--- src/rtl/ram_axi_bridge_pkg.sv ---
// Shared definitions for the RAM-to-AXI bridge: response codes, FSM states,
// byte-lane constants and the transfer-size clamp.
package ram_axi_bridge_pkg;

    localparam int AXI_ADDR_W = 64;
    localparam int AXI_DATA_W = 64;
    localparam int AXI_STRB_W = AXI_DATA_W / 8;
    localparam int AXI_ID_W   = 4;
    localparam int AXI_LEN_W  = 8;

    localparam logic [1:0] AXI_RESP_OKAY  = 2'b00;
    localparam logic [1:0] AXI_BURST_INCR = 2'b01;

    // Byte-lane index width and the byte-to-bit shift (lane * 8).
    localparam int LANE_IDX_W = 3;
    localparam int LANE_SHIFT = 3;

    localparam logic [2:0] SIZE_MAX = 3'd3;

    typedef enum logic [2:0] {
        ST_IDLE,
        ST_AR,
        ST_R,
        ST_AW_W,
        ST_B
    } state_t;

    typedef struct packed {
        logic [AXI_ADDR_W-1:0] addr;
        logic [2:0]            size;
        logic [AXI_DATA_W-1:0] wdata;
    } req_t;

    // Sizes beyond a doubleword do not fit the 64-bit bus and collapse to it.
    function automatic logic [2:0] clamp_size(input logic [2:0] size);
        return (size > SIZE_MAX) ? SIZE_MAX : size;
    endfunction

endpackage

--- src/rtl/ram_axi_lane.sv ---
// Byte-lane steering shared by both directions: positions write data and
// strobes onto the bus, and extracts right-aligned, size-masked read data.
module ram_axi_lane
    import ram_axi_bridge_pkg::*;
(
    input  logic [LANE_IDX_W-1:0] i_lane,
    input  logic [2:0]            i_size,
    input  logic [AXI_DATA_W-1:0] i_wdata,
    input  logic [AXI_DATA_W-1:0] i_rdata,
    output logic [AXI_DATA_W-1:0] o_wdata,
    output logic [AXI_STRB_W-1:0] o_wstrb,
    output logic [AXI_DATA_W-1:0] o_rdata
);

    logic [LANE_IDX_W+LANE_SHIFT-1:0] w_shamt;
    logic [AXI_STRB_W-1:0]            w_byte_mask;
    logic [AXI_DATA_W-1:0]            w_data_mask;

    assign w_shamt = {i_lane, {LANE_SHIFT{1'b0}}};

    // NOTE: every output of this block gets a value on every path (the default
    // arm covers the rest), otherwise synthesis would infer latches.
    always_comb begin
        case (clamp_size(i_size))
            3'd0:    begin w_byte_mask = 8'h01; w_data_mask = 64'h0000_0000_0000_00FF; end
            3'd1:    begin w_byte_mask = 8'h03; w_data_mask = 64'h0000_0000_0000_FFFF; end
            3'd2:    begin w_byte_mask = 8'h0F; w_data_mask = 64'h0000_0000_FFFF_FFFF; end
            default: begin w_byte_mask = 8'hFF; w_data_mask = 64'hFFFF_FFFF_FFFF_FFFF; end
        endcase
    end

    // Strobe shift drops lanes above the bus; misaligned accesses are undefined.
    assign o_wstrb = w_byte_mask << i_lane;
    assign o_wdata = i_wdata << w_shamt;
    assign o_rdata = (i_rdata >> w_shamt) & w_data_mask;

endmodule

--- src/rtl/ram_axi_bridge.sv ---
// Single-outstanding bridge from a simple valid/ready RAM port to AXI4
// single-beat reads and writes.
module ram_axi_bridge
    import ram_axi_bridge_pkg::*;
(
    input  logic                  clk,
    input  logic                  rst_n,

    input  logic                  i_ram_valid,
    input  logic                  i_ram_wen,
    input  logic [AXI_ADDR_W-1:0] i_ram_addr,
    input  logic [AXI_DATA_W-1:0] i_ram_wdata,
    input  logic [2:0]            i_ram_size,
    output logic                  o_ram_ready,
    output logic [AXI_DATA_W-1:0] o_ram_rdata,
    output logic                  o_ram_err,

    output logic                  o_awvalid,
    input  logic                  i_awready,
    output logic [AXI_ADDR_W-1:0] o_awaddr,
    output logic [2:0]            o_awsize,
    output logic [AXI_ID_W-1:0]   o_awid,
    output logic [AXI_LEN_W-1:0]  o_awlen,
    output logic [1:0]            o_awburst,

    output logic                  o_wvalid,
    input  logic                  i_wready,
    output logic [AXI_DATA_W-1:0] o_wdata,
    output logic [AXI_STRB_W-1:0] o_wstrb,
    output logic                  o_wlast,

    input  logic                  i_bvalid,
    output logic                  o_bready,
    input  logic [1:0]            i_bresp,

    output logic                  o_arvalid,
    input  logic                  i_arready,
    output logic [AXI_ADDR_W-1:0] o_araddr,
    output logic [2:0]            o_arsize,
    output logic [AXI_ID_W-1:0]   o_arid,
    output logic [AXI_LEN_W-1:0]  o_arlen,
    output logic [1:0]            o_arburst,

    input  logic                  i_rvalid,
    output logic                  o_rready,
    input  logic [AXI_DATA_W-1:0] i_rdata,
    input  logic [1:0]            i_rresp
);

    state_t r_state;
    req_t   r_req;
    logic   r_aw_done;
    logic   r_w_done;

    state_t                w_state_nxt;
    logic                  w_capture;
    logic                  w_aw_done_nxt;
    logic                  w_w_done_nxt;
    logic [AXI_DATA_W-1:0] w_lane_rdata;

    // NOTE: state registers use non-blocking assignments so every flop samples
    // pre-edge values regardless of process ordering.
    always_ff @(posedge clk) begin
        if (!rst_n) begin
            r_state   <= ST_IDLE;
            r_req     <= '0;
            r_aw_done <= 1'b0;
            r_w_done  <= 1'b0;
        end else begin
            r_state   <= w_state_nxt;
            r_aw_done <= w_aw_done_nxt;
            r_w_done  <= w_w_done_nxt;
            if (w_capture) begin
                r_req.addr  <= i_ram_addr;
                r_req.size  <= clamp_size(i_ram_size);
                r_req.wdata <= i_ram_wdata;
            end
        end
    end

    always_comb begin
        w_state_nxt   = r_state;
        w_capture     = 1'b0;
        w_aw_done_nxt = r_aw_done;
        w_w_done_nxt  = r_w_done;
        o_arvalid     = 1'b0;
        o_rready      = 1'b0;
        o_awvalid     = 1'b0;
        o_wvalid      = 1'b0;
        o_bready      = 1'b0;
        o_ram_ready   = 1'b0;
        o_ram_err     = 1'b0;
        o_ram_rdata   = '0;

        // Handshake outputs are held low for the whole reset cycle.
        if (rst_n) begin
            case (r_state)
                ST_IDLE: begin
                    if (i_ram_valid) begin
                        w_capture   = 1'b1;
                        w_state_nxt = i_ram_wen ? ST_AW_W : ST_AR;
                    end
                end
                ST_AR: begin
                    o_arvalid = 1'b1;
                    if (i_arready) w_state_nxt = ST_R;
                end
                ST_R: begin
                    o_rready = 1'b1;
                    if (i_rvalid) begin
                        o_ram_ready = 1'b1;
                        o_ram_rdata = w_lane_rdata;
                        o_ram_err   = (i_rresp != AXI_RESP_OKAY);
                        w_state_nxt = ST_IDLE;
                    end
                end
                ST_AW_W: begin
                    // AW and W complete independently; leave once both are done,
                    // whether in separate cycles or the same one.
                    o_awvalid     = !r_aw_done;
                    o_wvalid      = !r_w_done;
                    w_aw_done_nxt = r_aw_done | i_awready;
                    w_w_done_nxt  = r_w_done | i_wready;
                    if (w_aw_done_nxt && w_w_done_nxt) begin
                        w_aw_done_nxt = 1'b0;
                        w_w_done_nxt  = 1'b0;
                        w_state_nxt   = ST_B;
                    end
                end
                ST_B: begin
                    o_bready = 1'b1;
                    if (i_bvalid) begin
                        o_ram_ready = 1'b1;
                        o_ram_err   = (i_bresp != AXI_RESP_OKAY);
                        w_state_nxt = ST_IDLE;
                    end
                end
                default: w_state_nxt = ST_IDLE;
            endcase
        end
    end

    ram_axi_lane u_lane (
        .i_lane  (r_req.addr[LANE_IDX_W-1:0]),
        .i_size  (r_req.size),
        .i_wdata (r_req.wdata),
        .i_rdata (i_rdata),
        .o_wdata (o_wdata),
        .o_wstrb (o_wstrb),
        .o_rdata (w_lane_rdata)
    );

    assign o_awaddr  = r_req.addr;
    assign o_araddr  = r_req.addr;
    assign o_awsize  = r_req.size;
    assign o_arsize  = r_req.size;

    // Single-beat transfers only.
    assign o_awid    = '0;
    assign o_arid    = '0;
    assign o_awlen   = '0;
    assign o_arlen   = '0;
    assign o_awburst = AXI_BURST_INCR;
    assign o_arburst = AXI_BURST_INCR;
    assign o_wlast   = 1'b1;

endmodule
--- config.mk ---
export PLATFORM = sky130hd
export DESIGN_NAME = ram_axi_bridge
export DESIGN_NICKNAME = d
export VERILOG_FILES = /design/src/rtl/ram_axi_bridge_pkg.sv /design/src/rtl/ram_axi_lane.sv /design/src/rtl/ram_axi_bridge.sv
export SDC_FILE = /design/constraint.sdc
export NUM_CORES = 1
export LEC_CHECK = 0
export CORE_AREA = 2 2 198 200
export CTS_CLUSTER_SIZE = 16
export DETAILED_ROUTE_END_ITERATION = 16
export DIE_AREA = 0 0 200 202
export DONT_BUFFER_PORTS = 1
export GPL_ROUTABILITY_DRIVEN = 0
export PLACE_DENSITY = 0.37
export SLEW_MARGIN = 20
export SYNTH_ARGS = -nofsm -noshare
export SYNTH_HDL_FRONTEND = slang
export SYNTH_SLANG_ARGS = --single-unit
--- constraint.sdc ---
create_clock -name clk -period 3.18 [get_ports clk]
set_clock_uncertainty 0.1 [all_clocks]
set_input_delay 0.477 -clock clk [delete_from_list [all_inputs] [get_ports clk]]
set_output_delay 0.477 -clock clk [all_outputs]
set_load 0.02 [all_outputs]
==> results of run 1 <==
what timing repair did:
item,in CTS,in global routing
endpoints found under the hold margin,0,0
gates resized for setup,0,2
setup endpoints to repair,0,13
setup buffers,0,1
layout make-up:
class / instances / share of cell area, %
multi-input combinational: 943 / 53.21
sequential: 136 / 25.65
timing repair buffer: 115 / 9.087
tap: 518 / 6.081
clock buffer: 19 / 4.355
clock inverter: 13 / 1.244
inverter: 8 / 0.2818
antenna: 4 / 0.09392
through the flow:
| step | setup slack (ns) | power, W | area, µm² | hold WS (ns) | instances |
|---|---|---|---|---|---|
| floorplan | 0.8089 | 0.004712 | 10240 | 0.3259 | 1354 |
| global placement | 0.5291 | 0.005129 | 10010 | 0.3373 | 1719 |
| detailed placement | 0.5127 | 0.005135 | 10010 | 0.3390 | 1719 |
| CTS | 0.04785 | 0.007229 | 10610 | 0.03746 | 1751 |
| global route | 0.006443 | 0.007549 | 10650 | 0.04330 | 1752 |
| finish | 0.1182 | 0.007119 | 10660 | 0.05556 | 1756 |
synth_stat cells (all sizes together), types with 2 or more instances:
master | number | area [µm²]
o21ai | 166 | 830.8
mux2i | 94 | 940.9
and2 | 19 | 118.9
and3 | 2 | 12.51
nor3 | 5 | 35.03
o31ai | 2 | 15.01
nand2b | 2 | 12.51
conb | 2 | 7.510
o2bb2ai | 7 | 61.31
mux4 | 32 | 720.7
nor3b | 2 | 20.02
dfxtp | 136 | 2723
nand3b | 2 | 15.01
o211ai | 14 | 105.1
nor2b | 6 | 45.04
o31a | 2 | 17.52
nor4b | 3 | 26.28
and2b | 3 | 23.77
inv | 8 | 30.03
clkbuf | 41 | 155.1
a211oi | 7 | 62.56
buf | 226 | 1683
o22ai | 17 | 106.4
nand2 | 313 | 1175
mux2 | 32 | 360.4
nand3 | 3 | 20.02
nor2 | 109 | 411.7
a22oi | 10 | 75.07
a21oi | 55 | 275.3
or3 | 2 | 17.52
sequential cells by signal, summed over array words and instances (netlist names):
| register | cells |
|---|---|
| o_araddr | 64 |
| o_arsize | 3 |
| r_aw_done | 1 |
| r_req | 64 |
| r_state | 3 |
| r_w_done | 1 |
cells by family (layout without fill, tap and decap cells):
| kind of cell | count (synthesis) | in the layout | share of synthesized area (%) |
|---|---|---|---|
| DFF | 136 | 136 | 26.85 |
| buffers and inverters | 275 | 155 | 18.42 |
| and+or+nand+nor | 472 | 472 | 19.12 |
| AOI/OAI and AO/OA | 284 | 284 | 15.60 |
| muxes | 158 | 158 | 19.94 |
| other | 2 | 33 | 0.07406 |
how the worst max path moves through the flow:
stage                start               to  slack, ns
6_report        r_state[1]  o_ram_rdata[34]       0.12
5_1_grt         r_state[1]  o_ram_rdata[36]      0.006
4_1_cts        o_araddr[1]   o_ram_rdata[5]       0.05
3_5_place_dp   o_araddr[1]   o_ram_rdata[5]       0.51
3_3_place_gp   o_araddr[1]   o_ram_rdata[5]       0.53
2_1_floorplan        rst_n  o_ram_rdata[47]       0.81
power by group through the flow:
stage | combinational, W | sequential (W) | clock [W]
5_1_grt | 0.00269 | 0.00265 | 0.00220
6_report | 0.00246 | 0.00260 | 0.00206
3_3_place_gp | 0.00247 | 0.00266 | 0
3_5_place_dp | 0.00248 | 0.00266 | 0
2_1_floorplan | 0.00255 | 0.00216 | 0
4_1_cts | 0.00248 | 0.00262 | 0.00212
critical path: cells and delay by family (launching register included):
family | cells | cell delay, ns
AND/OR/NAND/NOR | 3 | 1.20
flip-flops | 1 | 0.46
AO/OA/AOI/OAI | 1 | 0.39
cells in the final DEF, fill, tap and decap left out, types with 7 or more instances in the layout:
cell type,netlist,final
sky130_fd_sc_hd__conb_1,2,29
sky130_fd_sc_hd__a21oi_1,55,55
sky130_fd_sc_hd__o21ai_1,83,83
sky130_fd_sc_hd__nand2_1,313,313
sky130_fd_sc_hd__o22ai_1,17,17
sky130_fd_sc_hd__buf_4,176,107
sky130_fd_sc_hd__a22oi_1,10,10
sky130_fd_sc_hd__nor2_1,108,108
sky130_fd_sc_hd__buf_12,0,7
sky130_fd_sc_hd__o211ai_1,14,14
sky130_fd_sc_hd__inv_1,8,7
sky130_fd_sc_hd__o2bb2ai_1,7,7
sky130_fd_sc_hd__and2_1,19,19
sky130_fd_sc_hd__mux2_2,32,32
sky130_fd_sc_hd__o21ai_0,83,83
sky130_fd_sc_hd__mux4_2,32,32
sky130_fd_sc_hd__dfxtp_1,136,133
sky130_fd_sc_hd__clkbuf_16,0,19
sky130_fd_sc_hd__mux2i_1,94,94
routing by layer:
layer  routed length [µm]  up-vias  GRT usage, %  part of all wire, %
li1                     -     4121             -                    -
met1                14380     4035         19.67                   38
met2                19910      352         33.21                   52
met3                 3299       31         5.690                  8.6
met4                  584        2         5.238                  1.5
met5                   10        -             0                0.026
==> flow_metrics.py, run 1 <==
metrics = {
    "outcome": {
        "status": "completed",
    },
    "setup_path": {
        "cell_with_the_largest_stage_delay_on_the_worst_path": "sky130_fd_sc_hd__or3_4",
        "path_max_fanout": 15,
        "timing.critical_path.slowest_cell_delay_ns": 0.62,
        "timing.reg2reg.worst_path_depth": 5,
        "critical_path.cell_chain": "and2b_2 -> nand3_2 -> or3_4 -> a211oi_2",
        "critical_path_required_ns": 2.60,
        "worst_ep_arrival_time_ns": 2.48,
        "timing.critical_path.from_type": "flop",
        "r2r-end": "o_araddr[45]",
        "critical_path_class": "flop to primary output",
        "worst_r2r_startpoint": "r_state[2]",
        "ff2ff_setup_slack_ns": 1.20,
        "cp-end-kind": "primary output",
    },
    "global_routing": {
        "grt_first_pass_wirelength_mm": 54.72,
        "number_of_global_route_vias_before_repair": 8433,
        "largest_net_degree_at_the_start_of_global_routing": 137,
        "final_global_route_overflow_total": 0,
        "antenna_found_initial": 5,
        "track_usage_pct": 18.08,
    },
    "floorplanning": {
        "core_region_area_um2": 38290,
        "die_x_um": 200,
        "effective_utilization_at_floorplan_pct": 26.49,
        "chipHeight_um": 202,
        "row_count": 72,
        "die_area_um2": 40400,
        "ioPinCount": 514,
    },
    "routing": {
        "first_pass_iters": 4,
        "drt_wl_total_mm": 38.18,
        "drtIter0Drc": 404,
        "routedWlPerCell_um": 21.74,
        "routed-via-count": 8541,
        "detail-route-antenna-nets": 0,
        "viasPerCell": 4.864,
        "drcViolationCount": 0,
    },
    "pwr": {
        "intPower_w": 0.004082,
        "power_density_nw_per_um2": 667.9,
        "p_sw_w": 0.003037,
        "p_seq_share_pct": 36.6,
        "power.share.clock_pct": 28.9,
        "netSwitchingFraction_pct": 42.66,
        "logic_gate_share_of_total_power_pct": 34.5,
        "power_leakage_nw": 3.941,
        "power.ir.vdd_worst_v": 0.0003155,
    },
    "timing": {
        "timing.slew.headroom_pct": 42.97,
        "timing.final.setup_violations": 0,
        "timing.setup.tns_ns": 0,
        "post-route-period-util_pct": 96.28,
        "final_hold_viols": 0,
        "post-route-min-period_ns": 3.062,
        "final_max_slew_viol_count": 0,
        "slew_at_the_pin_closest_to_its_max_slew_limit_ns": 0.8508,
        "fmax_mhz": 326.6,
        "grt_setup_unrepaired": "false",
    },
    "cts": {
        "cts_buffer_depth": 2,
        "clock_tree.root_cell": "sky130_fd_sc_hd__clkbuf_16",
        "cts_buffers": 17,
        "cts-hold-fix-buffers": 0,
        "cts.reportedPaths.clkPinSlew_ns": 0.07,
        "tritoncts_num_sinks": 136,
        "clock_tree.htree_level_count": 4,
        "worstSkewPairLatency_ns": 0.42,
        "cts_tree": "done",
    },
    "placed_design": {
        "portBuffers": 0,
        "dp.final_hpwl_mm": 29.43,
    },
    "logic_synthesis": {
        "syn_avg_cell_area_um2": 7.642,
        "synthDistinctLibCells": 48,
        "syn_inst": 1327,
        "synth.yosys.warnings": 0,
        "postSynth.topFlopCell": "sky130_fd_sc_hd__dfxtp_1",
        "synth_area_um2": 10140,
        "synth_async_sr_flop_share_pct": 0,
        "sequential_element_share_of_the_synthesized_area_pct": 26.85,
        "synth-seq-cells": 136,
        "synth_edf_count": 0,
    },
    "hold_path": {
        "hold_class": "primary input to flop",
        "min_delay_worst_endpoint": "o_araddr[3]",
        "holdCritStartpoint": "i_ram_addr[3]",
        "worstHoldPathCells": 2,
    },
    "job": {
        "timing.max_cap.violations": 0,
    },
    "cells_and_area": {
        "final_net_count": 1429,
        "sequential_cell_area_um2": 2734,
        "filler_cell_count": 4190,
        "finish.utilization_pct": 27.84,
        "area_delta_synth_final_pct": 5.095,
        "drive_gt1_share_pct": 18.64,
        "area_occupied_by_multi_input_gates_um2": 5670,
    },
}
(Power assumes the default switching activity.)
==> run 2, diff against run 1 <==
--- a/config.mk
+++ b/config.mk
@@ -6,13 +6,14 @@
 export NUM_CORES = 1
 export LEC_CHECK = 0
 export CORE_AREA = 2 2 198 200
+export CTS_CLUSTER_DIAMETER = 120
 export CTS_CLUSTER_SIZE = 16
 export DETAILED_ROUTE_END_ITERATION = 16
 export DIE_AREA = 0 0 200 202
 export DONT_BUFFER_PORTS = 1
 export GPL_ROUTABILITY_DRIVEN = 0
 export PLACE_DENSITY = 0.37
-export SLEW_MARGIN = 20
+export REMOVE_ABC_BUFFERS = 1
 export SYNTH_ARGS = -nofsm -noshare
 export SYNTH_HDL_FRONTEND = slang
 export SYNTH_SLANG_ARGS = --single-unit
==> flow_metrics.py, run 2 (same netlist as run 1, synthesis figures left out) <==
metrics = {
    "timing": {
        "grt_setup_unrepaired": "false",
        "final_hold_viols": 0,
        "post-route-min-period_ns": 2.987,
        "slew_at_the_pin_closest_to_its_max_slew_limit_ns": 0.8436,
        "timing.final.setup_violations": 0,
        "worst_slack_ns": 0.1926,
        "timing.slew.headroom_pct": 43.76,
        "fmax_mhz": 334.7,
        "post-route-period-util_pct": 93.94,
        "final_max_slew_viol_count": 0,
    },
    "floorplanning": {
        "ioPinCount": 514,
        "row_count": 72,
        "core_region_area_um2": 38290,
        "effective_utilization_at_floorplan_pct": 26.49,
        "die_area_um2": 40400,
        "chipHeight_um": 202,
        "die_x_um": 200,
    },
    "setup_path": {
        "timing.critical_path.slowest_cell_delay_ns": 0.60,
        "worst_r2r_startpoint": "r_state[0]",
        "critical_path.n_buffers_inverters": 3,
        "setup.worst_path.end": "o_ram_rdata[53]",
        "setup.worst_path.start": "o_araddr[2]",
        "critical_path_required_ns": 2.60,
        "timing.critical_path.from_type": "flop",
        "timing.reg2reg.worst_path_depth": 5,
        "ff2ff_setup_slack_ns": 1.22,
        "critPathTopFamily": "simple AND/OR/NAND/NOR gates",
        "cell_with_the_largest_stage_delay_on_the_worst_path": "sky130_fd_sc_hd__or3_1",
        "cp-end-kind": "primary output",
        "crit_cells": 6,
        "critical_path.cell_chain": "inv_2 -> buf_12 -> nand2_1 -> or3_1 -> nor2_1 -> buf_4",
        "r2r-end": "o_araddr[0]",
        "critical_path_class": "flop to primary output",
        "path_max_fanout": 56,
        "worst_ep_arrival_time_ns": 2.41,
    },
    "cts": {
        "cts.repair_timing.setup_buffer_count": 0,
        "clock_tree.root_cell": "sky130_fd_sc_hd__clkbuf_16",
        "clock_tree.htree_level_count": 4,
        "tritoncts_num_sinks": 136,
        "worstSkewPairLatency_ns": 0.44,
        "cts_buffer_depth": 2,
        "cts_resized": 0,
        "cts-hold-fix-buffers": 0,
        "cts_buffers": 17,
        "cts.reportedPaths.clkPinSlew_ns": 0.07,
        "cts_tree": "done",
    },
    "pwr": {
        "power_density_nw_per_um2": 665.5,
        "power.ir.vdd_worst_v": 0.0002914,
        "power_leakage_nw": 3.838,
        "totalPowerFinal_w": 0.006995,
    },
    "routing": {
        "drcViolationCount": 0,
        "detail-route-antenna-nets": 0,
        "viasPerCell": 4.851,
        "drtIter0Drc": 361,
        "first_pass_iters": 4,
        "routedWlPerCell_um": 21.07,
        "drt_wl_total_mm": 36.54,
        "routed-via-count": 8412,
    },
    "cells_and_area": {
        "diodes": 0,
        "mostFrequentLayoutCell": "sky130_fd_sc_hd__nand2_1",
        "finish.utilization_pct": 27.45,
        "final_net_count": 1412,
        "filler_cell_count": 4181,
        "drive_gt1_share_pct": 17.35,
        "area_occupied_by_multi_input_gates_um2": 5665,
        "final_instance_area_um2": 10510,
        "area_delta_synth_final_pct": 3.652,
        "final_cell_count_no_fill": 1734,
        "sequential_cell_area_um2": 2734,
        "layout.cells.most_common_list": "sky130_fd_sc_hd__nand2_1, sky130_fd_sc_hd__dfxtp_1, sky130_fd_sc_hd__nor2_1",
    },
    "hold_path": {
        "hold_class": "primary input to flop",
    },
    "global_routing": {
        "grt.met2_usage_pct": 30.41,
        "track_usage_pct": 17.16,
        "final_global_route_overflow_total": 0,
        "antenna_found_initial": 0,
        "met1_use_gr_pct": 18.56,
        "number_of_global_route_vias_before_repair": 8174,
        "largest_net_degree_at_the_start_of_global_routing": 137,
        "top_usage_layer": "met2",
        "grt_use_met3_pct": 5.623,
        "grt_first_pass_wirelength_mm": 51.66,
    },
    "placed_design": {
        "placed_cells": 1703,
        "pre_cts_setup_slack_ns": 0.6622,
        "dp.final_hpwl_mm": 27.22,
        "portBuffers": 0,
        "post_dp_area_um2": 9926,
    },
    "outcome": {
        "status": "completed",
    },
    "job": {
        "timing.max_cap.violations": 0,
    },
}
-- run 2: area by class of cell --
class,instances,share of cell area [%]
clock buffers,17,4.047
clock inverters,14,1.524
inverters,8,0.2857
multi-input cells,943,53.90
flip-flops and latches,136,26.01
well taps,518,6.166
repair buffers,98,8.070
-- run 2: how the worst min path moves through the flow --
stage | endpoint | start | cells after the start | slack (ns)
global route | r_req[28] | i_ram_wdata[28] | 2 | 0.03
global placement | r_req[50] | r_req[50] | 2 | 0.34
CTS | o_araddr[51] | i_ram_addr[51] | 2 | 0.008
floorplan | r_req[49] | r_req[49] | 2 | 0.33
detailed placement | r_req[49] | r_req[49] | 2 | 0.34
finish | o_araddr[57] | i_ram_addr[57] | 2 | 0.04
-- run 2: stage by stage --
stage,setup TNS (ns),hold slack (ns)
after floorplan,-754.23,0.3259
after global placement,0,0.3378
after CTS,0,0.007697
after detailed placement,0,0.3431
final,0,0.04268
after global routing,0,0.03179
-- run 2: layer usage --
| metal | routed length, µm | part of all wire (%) | up-vias |
|---|---|---|---|
| li1 | - | - | 4077 |
| met1 | 13720 | 38 | 3908 |
| met2 | 18340 | 50 | 381 |
| met3 | 3426 | 9.4 | 46 |
| met4 | 1056 | 2.9 | 0 |
| met5 | 0 | 0 | - |
-- run 2: power breakdown --
group          leakage, nW  internal (W)  switching [W]  total, W
sequential            1.12       0.00197       0.000644   0.00261
clock                0.287       0.00117       0.000872   0.00204
combinational         2.43      0.000916        0.00143   0.00234
-- run 2: worst register-to-register path, delay by kind of cell (launching register included) --
kind / cells / cell delay [ns]
and+or+nand+nor: 3 / 0.86
buffers and inverters: 1 / 0.34
DFF: 1 / 0.42
AOI/OAI and AO/OA: 1 / 0.14
==> run 3, diff against run 2 <==
--- a/config.mk
+++ b/config.mk
@@ -12,6 +12,7 @@
 export DIE_AREA = 0 0 200 202
 export DONT_BUFFER_PORTS = 1
 export GPL_ROUTABILITY_DRIVEN = 0
+export MAX_ROUTING_LAYER = met4
 export PLACE_DENSITY = 0.37
 export REMOVE_ABC_BUFFERS = 1
 export SYNTH_ARGS = -nofsm -noshare
==> flow_metrics.py, run 3 (same netlist as run 1, synthesis figures left out) <==
metrics = {
    "global_routing": {
        "final_global_route_overflow_total": 0,
        "largest_net_degree_at_the_start_of_global_routing": 137,
        "track_usage_pct": 17.73,
        "antenna_found_initial": 0,
        "grt_first_pass_wirelength_mm": 51.87,
        "number_of_global_route_vias_before_repair": 8185,
    },
    "floorplanning": {
        "chipHeight_um": 202,
        "ioPinCount": 514,
        "die_x_um": 200,
        "effective_utilization_at_floorplan_pct": 26.49,
        "core_region_area_um2": 38290,
        "row_count": 72,
        "die_area_um2": 40400,
    },
    "timing": {
        "slew_at_the_pin_closest_to_its_max_slew_limit_ns": 0.8532,
        "worst_slack_ns": 0.1975,
        "final_max_slew_viol_count": 0,
        "post-route-min-period_ns": 2.983,
        "grt_setup_unrepaired": "false",
        "fmax_mhz": 335.3,
        "final_hold_viols": 0,
        "timing.slew.headroom_pct": 42.81,
        "timing.final.setup_violations": 0,
        "post-route-period-util_pct": 93.79,
        "final.hold.worst_slack_ns": 0.04534,
    },
    "cells_and_area": {
        "layout.cells.most_common_list": "sky130_fd_sc_hd__nand2_1, sky130_fd_sc_hd__dfxtp_1, sky130_fd_sc_hd__nor2_1",
        "area_delta_synth_final_pct": 3.652,
        "mostFrequentLayoutCell": "sky130_fd_sc_hd__nand2_1",
        "final_net_count": 1412,
        "diodes": 0,
        "drive_gt1_share_pct": 17.35,
        "final_instance_area_um2": 10510,
        "finish.utilization_pct": 27.45,
    },
    "routing": {
        "detail-route-antenna-nets": 0,
        "drcViolationCount": 0,
        "drt_met1_wl_mm": 13.72,
        "met3_length_mm": 3.463,
        "routedWlPerCell_um": 21.13,
        "met2RoutedLength_mm": 18.40,
        "top_layer_used": "met4",
        "routed-via-count": 8442,
        "drtIter0Drc": 355,
        "drt_wl_total_mm": 36.64,
        "first_pass_iters": 5,
        "viasPerCell": 4.869,
    },
    "placed_design": {
        "pre_cts_setup_slack_ns": 0.6622,
        "dp.final_hpwl_mm": 27.22,
        "post_dp_area_um2": 9926,
        "portBuffers": 0,
    },
    "cts": {
        "cts.reportedPaths.clkPinSlew_ns": 0.07,
        "clock_tree.root_cell": "sky130_fd_sc_hd__clkbuf_16",
        "clock_tree.htree_level_count": 4,
        "worstSkewPairLatency_ns": 0.44,
        "cts-hold-fix-buffers": 0,
        "cts_buffer_depth": 2,
        "cts_tree": "done",
        "cts.repair_timing.setup_buffer_count": 0,
        "cts_resized": 0,
        "cts_buffers": 17,
        "tritoncts_num_sinks": 136,
    },
    "setup_path": {
        "path_max_fanout": 56,
        "worst_ep_arrival_time_ns": 2.41,
        "cp-end-kind": "primary output",
        "timing.critical_path.from_type": "flop",
        "critical_path_class": "flop to primary output",
        "critical_path_required_ns": 2.60,
    },
    "pwr": {
        "power_leakage_nw": 3.838,
        "power.ir.vdd_worst_v": 0.0002914,
        "power_density_nw_per_um2": 665.6,
        "totalPowerFinal_w": 0.006997,
    },
    "job": {
        "timing.max_cap.violations": 0,
    },
    "outcome": {
        "status": "completed",
    },
    "hold_path": {
        "hold_class": "primary input to flop",
    },
}
==> run 3: report_power, final <==
part,switching (W),leakage [nW],internal [W]
logic,0.00143,2.43,0.000916
registers,0.000645,1.12,0.00197
clock network,0.000870,0.287,0.00117
total,0.00294,3.84,0.00405
==> run 3: critical path, stage by stage (launching register included) <==
cell                      delay [ns]
sky130_fd_sc_hd__dfxtp_4        0.46
sky130_fd_sc_hd__inv_2          0.13
sky130_fd_sc_hd__buf_12         0.28
sky130_fd_sc_hd__nand2_1        0.11
sky130_fd_sc_hd__or3_1          0.60
sky130_fd_sc_hd__nor2_1         0.19
sky130_fd_sc_hd__buf_4          0.16
==> run 3: per-stage QoR <==
step                std cells  setup TNS, ns
finish                   1734              0
global route             1734              0
CTS                      1734              0
detailed placement       1703              0
global placement         1703              0
floorplan                1087        -754.23
==> run 3: cell type report <==
type | count | area [µm²]
flip-flops and latches | 136 | 2734
fillers | 4181 | 27780
clock buffers | 17 | 425.4
inverters | 8 | 30.03
well taps | 518 | 648.1
multi-input cells | 943 | 5665
clock inverters | 14 | 160.2
repair buffers | 98 | 848.3
==> run 3: worst paths after layout <==
check / slack (ns) / cells past startpoint / startpoint / to
min: 0.05 / 2 / i_ram_addr[51] / o_araddr[51]
min reg2reg: 0.35 / 2 / r_req[49] / r_req[49]
max reg2reg: 1.21 / 5 / r_state[0] / o_araddr[0]
max: 0.20 / 6 / o_araddr[2] / o_ram_rdata[53]
==> run 3: metal layers <==
metal | vias to the layer above | GRT usage, %
met1 | 3925 | 18.63
li1 | 4078 | -
met2 | 391 | 30.54
met3 | 48 | 5.590
met4 | 0 | 7.328
met5 | - | -
